<file path="src/rtl/nms_pkg.sv">
// Shared encodings for the non-maximum suppression core: gradient direction codes
// and the sequencing FSM states.
package nms_pkg;

   localparam logic [1:0] DIR_0   = 2'd0;
   localparam logic [1:0] DIR_45  = 2'd1;
   localparam logic [1:0] DIR_90  = 2'd2;
   localparam logic [1:0] DIR_135 = 2'd3;

   typedef enum logic [1:0] {
      ST_PRIME = 2'd0,
      ST_RUN   = 2'd1,
      ST_FLUSH = 2'd2
   } nms_state_e;

endpackage

</file>
<file path="src/rtl/nms_dir_compare.sv">
// Directional keep test for a 3x3 magnitude window ([row][col], row 0 = north, col 0 = west).
// The centre survives when it is >= the first neighbour and > the second neighbour on its axis.
module nms_dir_compare
   import nms_pkg::*;
#(
   parameter int DATA_WIDTH = 8
) (
   input  logic [2:0][2:0][DATA_WIDTH-1:0] win_i,
   input  logic [1:0]                      dir_i,
   output logic                            keep_o
);

   logic [DATA_WIDTH-1:0] c, a, b;

   always_comb begin
      c = win_i[1][1];
      a = win_i[1][0];
      b = win_i[1][2];
      case (dir_i)
         DIR_45: begin
            a = win_i[0][2];
            b = win_i[2][0];
         end
         DIR_90: begin
            a = win_i[0][1];
            b = win_i[2][1];
         end
         DIR_135: begin
            a = win_i[0][0];
            b = win_i[2][2];
         end
         default: begin
            a = win_i[1][0];
            b = win_i[1][2];
         end
      endcase
      keep_o = (c >= a) && (c > b);
   end

endmodule

</file>
<file path="src/rtl/nms_suppress_3x3.sv">
// Non-maximum suppression over a 3x3 window fed by a 3-row line buffer; emits one pixel per
// frame position in raster order with borders zeroed. Optional low threshold: NMS_THRESH_EN.
module nms_suppress_3x3
   import nms_pkg::*;
#(
   parameter int DATA_WIDTH   = 8,
   parameter int LINE_WIDTH   = 1920,
   parameter int FRAME_HEIGHT = 1080,
   parameter int THRESH       = 0
) (
   input  logic                  clk,
   input  logic                  rst_n,
   input  logic                  enable,
   output logic                  in_ready,
   input  logic [DATA_WIDTH-1:0] row_0,
   input  logic [DATA_WIDTH-1:0] row_1,
   input  logic [DATA_WIDTH-1:0] row_2,
   input  logic [1:0]            dir_in,
   output logic [DATA_WIDTH-1:0] mag_out,
   output logic                  out_valid,
   output logic                  sof_out
);

   localparam int XW = $clog2(LINE_WIDTH);
   localparam int YW = $clog2(FRAME_HEIGHT);
   localparam int FW = $clog2(LINE_WIDTH + 2);
   localparam logic [XW-1:0] X_LAST = XW'(LINE_WIDTH - 1);
   localparam logic [YW-1:0] Y_LAST = YW'(FRAME_HEIGHT - 1);
   localparam logic [FW-1:0] F_LAST = FW'(LINE_WIDTH);
`ifdef NMS_THRESH_EN
   localparam logic [DATA_WIDTH-1:0] THRESH_V = DATA_WIDTH'(THRESH);
`endif

   nms_state_e                       state_q, state_d;
   logic [XW-1:0]                    x_q, x_d;
   logic [YW-1:0]                    y_q, y_d;
   logic [FW-1:0]                    f_q, f_d;
   // Only columns 1..2 are stored; column 0 of the next window is the old column 1.
   logic [2:0][2:1][DATA_WIDTH-1:0]  win_q, win_d;
   logic [2:0][2:0][DATA_WIDTH-1:0]  win_sh;
   logic [1:0]                       dir_q, dir_d;
   logic [DATA_WIDTH-1:0]            mag_q, mag_d;
   logic                             vld_q, vld_d, sof_q, sof_d;
   logic                             accept, keep, keep_ok, border;
   logic [XW-1:0]                    cx;
   logic [YW-1:0]                    cy;

   assign in_ready  = (state_q != ST_FLUSH);
   assign accept    = enable && in_ready;
   assign mag_out   = mag_q;
   assign out_valid = vld_q;
   assign sof_out   = sof_q;

   // The compare sees the window as it will be after this accept, so the result lands with it.
   assign win_sh[0] = {row_0, win_q[0][2], win_q[0][1]};
   assign win_sh[1] = {row_1, win_q[1][2], win_q[1][1]};
   assign win_sh[2] = {row_2, win_q[2][2], win_q[2][1]};

   nms_dir_compare #(.DATA_WIDTH(DATA_WIDTH)) u_cmp (
      .win_i  (win_sh),
      .dir_i  (dir_q),
      .keep_o (keep)
   );

`ifdef NMS_THRESH_EN
   assign keep_ok = keep && (win_sh[1][1] >= THRESH_V);
`else
   assign keep_ok = keep;
`endif

   // Centre trails the input by one line plus one pixel.
   assign cx     = (x_q == '0) ? X_LAST : x_q - XW'(1);
   assign cy     = (x_q == '0) ? y_q - YW'(2) : y_q - YW'(1);
   assign border = (cx == '0) || (cx == X_LAST) || (cy == '0) || (cy == Y_LAST);

   always_comb begin
      win_d = win_q;
      dir_d = dir_q;
      if (accept) begin
         for (int r = 0; r < 3; r++) begin
            win_d[r][1] = win_sh[r][1];
            win_d[r][2] = win_sh[r][2];
         end
         dir_d = dir_in;
      end
   end

   always_comb begin
      state_d = state_q;
      x_d     = x_q;
      y_d     = y_q;
      f_d     = f_q;
      mag_d   = '0;
      vld_d   = 1'b0;
      sof_d   = 1'b0;
      if (accept) begin
         if (x_q == X_LAST) begin
            x_d = '0;
            y_d = y_q + YW'(1);
         end else begin
            x_d = x_q + XW'(1);
         end
      end
      case (state_q)
         ST_PRIME: begin
            if (accept && (x_q == '0) && (y_q == YW'(1))) state_d = ST_RUN;
         end
         ST_RUN: begin
            if (accept) begin
               vld_d = 1'b1;
               mag_d = (!border && keep_ok) ? win_sh[1][1] : '0;
               sof_d = (cx == '0) && (cy == '0);
               if ((x_q == X_LAST) && (y_q == Y_LAST)) begin
                  x_d     = x_q;
                  y_d     = y_q;
                  state_d = ST_FLUSH;
               end
            end
         end
         ST_FLUSH: begin
            vld_d = 1'b1;
            if (f_q == F_LAST) begin
               f_d     = '0;
               x_d     = '0;
               y_d     = '0;
               state_d = ST_PRIME;
            end else begin
               f_d = f_q + FW'(1);
            end
         end
         default: state_d = ST_PRIME;
      endcase
   end

   always_ff @(posedge clk or negedge rst_n) begin
      if (!rst_n) begin
         state_q <= ST_PRIME;
         x_q     <= '0;
         y_q     <= '0;
         f_q     <= '0;
         win_q   <= '0;
         dir_q   <= DIR_0;
         mag_q   <= '0;
         vld_q   <= 1'b0;
         sof_q   <= 1'b0;
      end else begin
         state_q <= state_d;
         x_q     <= x_d;
         y_q     <= y_d;
         f_q     <= f_d;
         win_q   <= win_d;
         dir_q   <= dir_d;
         mag_q   <= mag_d;
         vld_q   <= vld_d;
         sof_q   <= sof_d;
      end
   end

endmodule
</file>
<file path="config.mk">
export PLATFORM = sky130hd
export DESIGN_NAME = nms_suppress_3x3
export DESIGN_NICKNAME = d
export VERILOG_FILES = /design/src/rtl/nms_pkg.sv /design/src/rtl/nms_dir_compare.sv /design/src/rtl/nms_suppress_3x3.sv
export SDC_FILE = /design/constraint.sdc
export NUM_CORES = 1
export LEC_CHECK = 0
export ABC_AREA = 0
export ABC_CLOCK_PERIOD_IN_PS = 6100
export CORE_MARGIN = 2
export CORE_UTILIZATION = 50
export CTS_CLUSTER_SIZE = 12
export DETAILED_ROUTE_END_ITERATION = 6
export GPL_TIMING_DRIVEN = 1
export PLACE_DENSITY = 0.7
export RECOVER_POWER = 50
export SLEW_MARGIN = 30
export SYNTH_ARGS = -nofsm -noshare
export SYNTH_HDL_FRONTEND = slang
export SYNTH_SLANG_ARGS = --single-unit
</file>
<file path="constraint.sdc">
create_clock -name clk -period 6.1 [get_ports clk]
set_input_delay 1.22 -clock clk [delete_from_list [all_inputs] [get_ports clk]]
set_output_delay 1.22 -clock clk [all_outputs]
set_load 0.02 [all_outputs]
</file>
==> report_table.html <==
<table>
<tr><th>Metric</th><th>Value</th></tr>
<tr><th colspan="2">Floorplan</th></tr>
<tr><td>I/O Pins</td><td>40</td></tr>
<tr><td>Standard cell core area</td><td>10420 um2</td></tr>
<tr><td>Die outline height</td><td>108.0 um</td></tr>
<tr><td>Die Width</td><td>108.0 um</td></tr>
<tr><td>Initial cell density of the core</td><td>0.5188</td></tr>
<tr><td>Count of standard-cell rows</td><td>37</td></tr>
<tr><td>Floorplan die area</td><td>11660 um2</td></tr>
<tr><th colspan="2">Cells and area</th></tr>
<tr><td>Net count reported at finish</td><td>565</td></tr>
<tr><td>Core occupancy in the finished layout</td><td>0.5838</td></tr>
<tr><td>Diodes inserted</td><td>0</td></tr>
<tr><td>Leading cell type in the layout, fill and taps excluded</td><td>sky130_fd_sc_hd__dfrtp_1</td></tr>
<tr><td>Post-route cell area</td><td>6081 um2</td></tr>
<tr><td>Final instance count without filler cells</td><td>648</td></tr>
<tr><td>Share of final-layout standard cells stronger than drive strength 1</td><td>0.1875</td></tr>
<tr><td>Leading cell types in the layout, fill and taps excluded</td><td>sky130_fd_sc_hd__dfrtp_1 (94), sky130_fd_sc_hd__mux2_2 (50), sky130_fd_sc_hd__clkdlybuf4s50_1 (37)</td></tr>
<tr><td>Growth of design area from synthesis to finish</td><td>12.53%</td></tr>
<tr><th colspan="2">STA</th></tr>
<tr><td>RSZ-0062 raised after global routing</td><td>false</td></tr>
<tr><td>Worst-case setup margin in the final layout</td><td>2.511 ns</td></tr>
<tr><td>Peak clock frequency supported by timing</td><td>278.6 MHz</td></tr>
<tr><td>Worst max-slew margin expressed relative to the limit</td><td>0.1811</td></tr>
<tr><td>Clock period minus final worst setup slack</td><td>3.589 ns</td></tr>
<tr><td>Hold Fails Final Rpt</td><td>0</td></tr>
<tr><td>Total count of max-transition violations in the final report</td><td>0</td></tr>
<tr><td>Setup-violating endpoint count in the final report</td><td>0</td></tr>
<tr><td>Worst Tran Pin Value</td><td>1.228 ns</td></tr>
<tr><td>Worst hold slack</td><td>0.4922 ns</td></tr>
<tr><td>Crit share post-route</td><td>0.5883</td></tr>
<tr><td>Setup tns final</td><td>0 ns</td></tr>
<tr><td>Fin Clk Skew</td><td>0.01050 ns</td></tr>
<tr><th colspan="2">Critical path</th></tr>
<tr><td>Most common cell on crit path</td><td>sky130_fd_sc_hd__a21o_1</td></tr>
<tr><td>RR Endpoint</td><td>mag_out[0]$_DFF_PN0_</td></tr>
<tr><td>Cell type of the slowest stage on the worst timing path</td><td>sky130_fd_sc_hd__or4_1</td></tr>
<tr><td>Arrival time reported for the critical path endpoint</td><td>3.88 ns</td></tr>
<tr><td>Origin of the critical flop-to-flop path</td><td>dir_q[0]$_DFFE_PN0P_</td></tr>
<tr><td>Reg2reg setup slack</td><td>2.85 ns</td></tr>
<tr><td>Worst R2R Path Depth</td><td>9</td></tr>
<tr><td>CP endpoint kind</td><td>flop</td></tr>
<tr><td>Critical path capture point</td><td>mag_out[0]$_DFF_PN0_</td></tr>
<tr><td>Required time at the worst-slack endpoint</td><td>6.39 ns</td></tr>
<tr><td>Largest fanout of any net on the critical path</td><td>8</td></tr>
<tr><td>Type of the setup path with the least slack</td><td>in -&gt; reg</td></tr>
<tr><td>Cell family with the largest share of critical-path delay</td><td>simple AND/OR/NAND/NOR gates</td></tr>
<tr><td>Max stage delay on crit path</td><td>0.56 ns</td></tr>
<tr><td>Count of buffer and inverter cells on the critical path</td><td>1</td></tr>
<tr><td>Launching instance or port of the critical path</td><td>row_0[0]</td></tr>
<tr><td>List of cells traversed by the critical path</td><td>clkdlybuf4s50_1, mux4_2, ha_1, nand2b_1, a21o_1, a21o_1, a221oi_1, or4_1, nor4_4, nor3b_1</td></tr>
<tr><td>Number of stages on the worst setup path</td><td>10</td></tr>
<tr><td>Kind of start point of the critical path</td><td>input pin</td></tr>
<tr><th colspan="2">Clocking</th></tr>
<tr><td>Clock sinks</td><td>95</td></tr>
<tr><td>Number of buffers inserted by post-CTS setup repair</td><td>0</td></tr>
<tr><td>Deepest level of the CTS H-tree</td><td>3</td></tr>
<tr><td>Buffer type at the clock tree root</td><td>sky130_fd_sc_hd__clkbuf_8</td></tr>
<tr><td>Quantity of gates resized following cts</td><td>0</td></tr>
<tr><td>CTS Buf Count</td><td>9</td></tr>
<tr><td>CTS clock-pin slew for the worst setup and hold paths</td><td>0.09 ns</td></tr>
<tr><td>Clock tree from TritonCTS</td><td>done</td></tr>
<tr><td>Cts hold-fix bufs</td><td>0</td></tr>
<tr><td>Insertion delay to the later sink of the worst-skew pair</td><td>0.37 ns</td></tr>
<tr><td>Clock Tree Buf Depth</td><td>2</td></tr>
<tr><th colspan="2">GRT</th></tr>
<tr><td>Antenna violations before repair</td><td>0</td></tr>
<tr><td>Via count of the first global-routing pass</td><td>3862</td></tr>
<tr><td>Global-route total usage across every layer</td><td>0.2051</td></tr>
<tr><td>Global-route wire length before repair</td><td>18860 um</td></tr>
<tr><td>Pin count of the biggest net entering global routing</td><td>75</td></tr>
<tr><td>GR Overflow Total</td><td>0</td></tr>
<tr><th colspan="2">Yosys</th></tr>
<tr><td>Post-synth top area cell</td><td>sky130_fd_sc_hd__dfrtp_1</td></tr>
<tr><td>Mean instance size in the synthesized netlist</td><td>11.23 um2</td></tr>
<tr><td>Top post-synthesis cells by area</td><td>sky130_fd_sc_hd__dfrtp_1 (44%), sky130_fd_sc_hd__mux2_2 (10%), sky130_fd_sc_hd__ha_1 (6.7%), sky130_fd_sc_hd__mux4_2 (6.7%), sky130_fd_sc_hd__xor2_1 (2.8%)</td></tr>
<tr><td>Most used flip-flop cell after synthesis</td><td>sky130_fd_sc_hd__dfrtp_1</td></tr>
<tr><td>EDFF count, synth</td><td>0</td></tr>
<tr><td>Unique cell type count in the Yosys netlist</td><td>56</td></tr>
<tr><td>Cells after Synth</td><td>481</td></tr>
<tr><td>Async set or reset register ratio after synthesis</td><td>1.000</td></tr>
<tr><td>Number of warnings reported in the yosys synthesis log</td><td>0</td></tr>
<tr><td>Synthesized flop and latch total</td><td>95</td></tr>
<tr><td>Mapped Area</td><td>5404 um2</td></tr>
<tr><td>Sequential element share of the synthesized area</td><td>0.4399</td></tr>
<tr><td>Share of Yosys cell area claimed by the top area cell type</td><td>0.4399</td></tr>
<tr><td>Net Count, Synth</td><td>539</td></tr>
<tr><th colspan="2">Routing</th></tr>
<tr><td>DRC marker count from the first detailed-route iteration</td><td>225</td></tr>
<tr><td>Number of remaining DRC errors</td><td>0</td></tr>
<tr><td>Pre-antenna DRT Iters</td><td>4</td></tr>
<tr><td>Ratio of routed vias to standard cells</td><td>5.673</td></tr>
<tr><td>Antenna-violating nets left</td><td>0</td></tr>
<tr><td>Count of vias placed by the detailed router</td><td>3676</td></tr>
<tr><td>Wire length per cell after detailed routing</td><td>16.69 um</td></tr>
<tr><td>Total wire length after detailed routing</td><td>10810 um</td></tr>
<tr><th colspan="2">Min path</th></tr>
<tr><td>Min-delay worst type</td><td>reg -&gt; reg</td></tr>
<tr><th colspan="2">Pwr</th></tr>
<tr><td>Overall Power</td><td>1.563 mW</td></tr>
<tr><td>Reported leakage power</td><td>2.616 nW</td></tr>
<tr><td>Peak supply drop</td><td>0.0002071 V</td></tr>
<tr><td>Power density over cell area</td><td>257.0 nW/um2</td></tr>
<tr><th colspan="2">Place</th></tr>
<tr><td>Number of buffer cells added on primary ports</td><td>39</td></tr>
<tr><td>Global placement routability congestion</td><td>0.8480</td></tr>
<tr><td>DP HPWL</td><td>7784 um</td></tr>
<tr><td>Setup slack after placement</td><td>2.100 ns</td></tr>
<tr><td>Post-Place Cells</td><td>632</td></tr>
<tr><td>Area post-placement</td><td>5856 um2</td></tr>
<tr><th colspan="2">Job</th></tr>
<tr><td>Max-cap viol count</td><td>0</td></tr>
<tr><th colspan="2">Outcome</th></tr>
<tr><td>Outcome</td><td>complete, no violations</td></tr>
</table>
==> synth_stat cells (all sizes together) (4+ instances only) <==
cell type	number
dfrtp	95
mux2	50
nor2	30
ha	29
inv	29
nand2	28
nand3	18
xor2	17
clkbuf	16
mux4	16
o21ai	16
a21oi	15
buf	12
nand4	11
or3	11
xnor2	11
nor3	10
and3b	8
nor4	6
nor3b	5
nor2b	4
or4	4
==> power breakdown <==
group	switching, mW	internal (mW)
clock network	0.214	0.253
registers	0.0803	0.687
logic	0.151	0.177
==> area by class of cell <==
cell class	instances	area, um2
clock buffers	13	158.9
clock inverters	3	65.06
fillers	878	4335
inverters	29	108.9
multi-input cells	329	2781
flip-flops and latches	95	2379
well taps	136	170.2
repair buffers	43	417.9
==> state kept, by name, summed over array words and instances (netlist names) <==
register   count
out_valid      1
mag_out        8
y_q           11
f_q           11
win_q         48
x_q           11
dir_q          2
sof_out        1
state_q        2
==> how the worst min path moves through the flow <==
stage,startpoint,to,slack [ns],cells past startpoint
after global routing,win_q[39]$_DFFE_PN0P_,win_q[39]$_DFFE_PN0P_,0.52,1
after global placement,win_q[33]$_DFFE_PN0P_,win_q[33]$_DFFE_PN0P_,0.48,1
after CTS,f_q[9]$_DFFE_PN0P_,f_q[9]$_DFFE_PN0P_,0.50,1
final,f_q[9]$_DFFE_PN0P_,f_q[9]$_DFFE_PN0P_,0.49,1
after detailed placement,f_q[4]$_DFFE_PN0P_,f_q[4]$_DFFE_PN0P_,0.49,1
after floorplan,f_q[9]$_DFFE_PN0P_,f_q[9]$_DFFE_PN0P_,0.46,1
==> metal layers <==
metal / vias up / track usage / wire length [um]
met5: - / 0 / 0
met4: 0 / 0.05220 / 113
met3: 12 / 0.04099 / 387
met2: 61 / 0.3275 / 5027
met1: 1830 / 0.2899 / 5284
li1: 1773 / - / -
==> cells by family after synthesis <==
| family | Yosys count | synth area share |
|---|---|---|
| simple gates | 151 | 0.1618 |
| flops | 95 | 0.4399 |
| mux | 66 | 0.1709 |
| buf+inv | 57 | 0.04677 |
| compound gates | 55 | 0.06807 |
| fa+ha+maj | 29 | 0.06715 |
| xor+xnor | 28 | 0.04538 |
(Power assumes the default switching activity.)
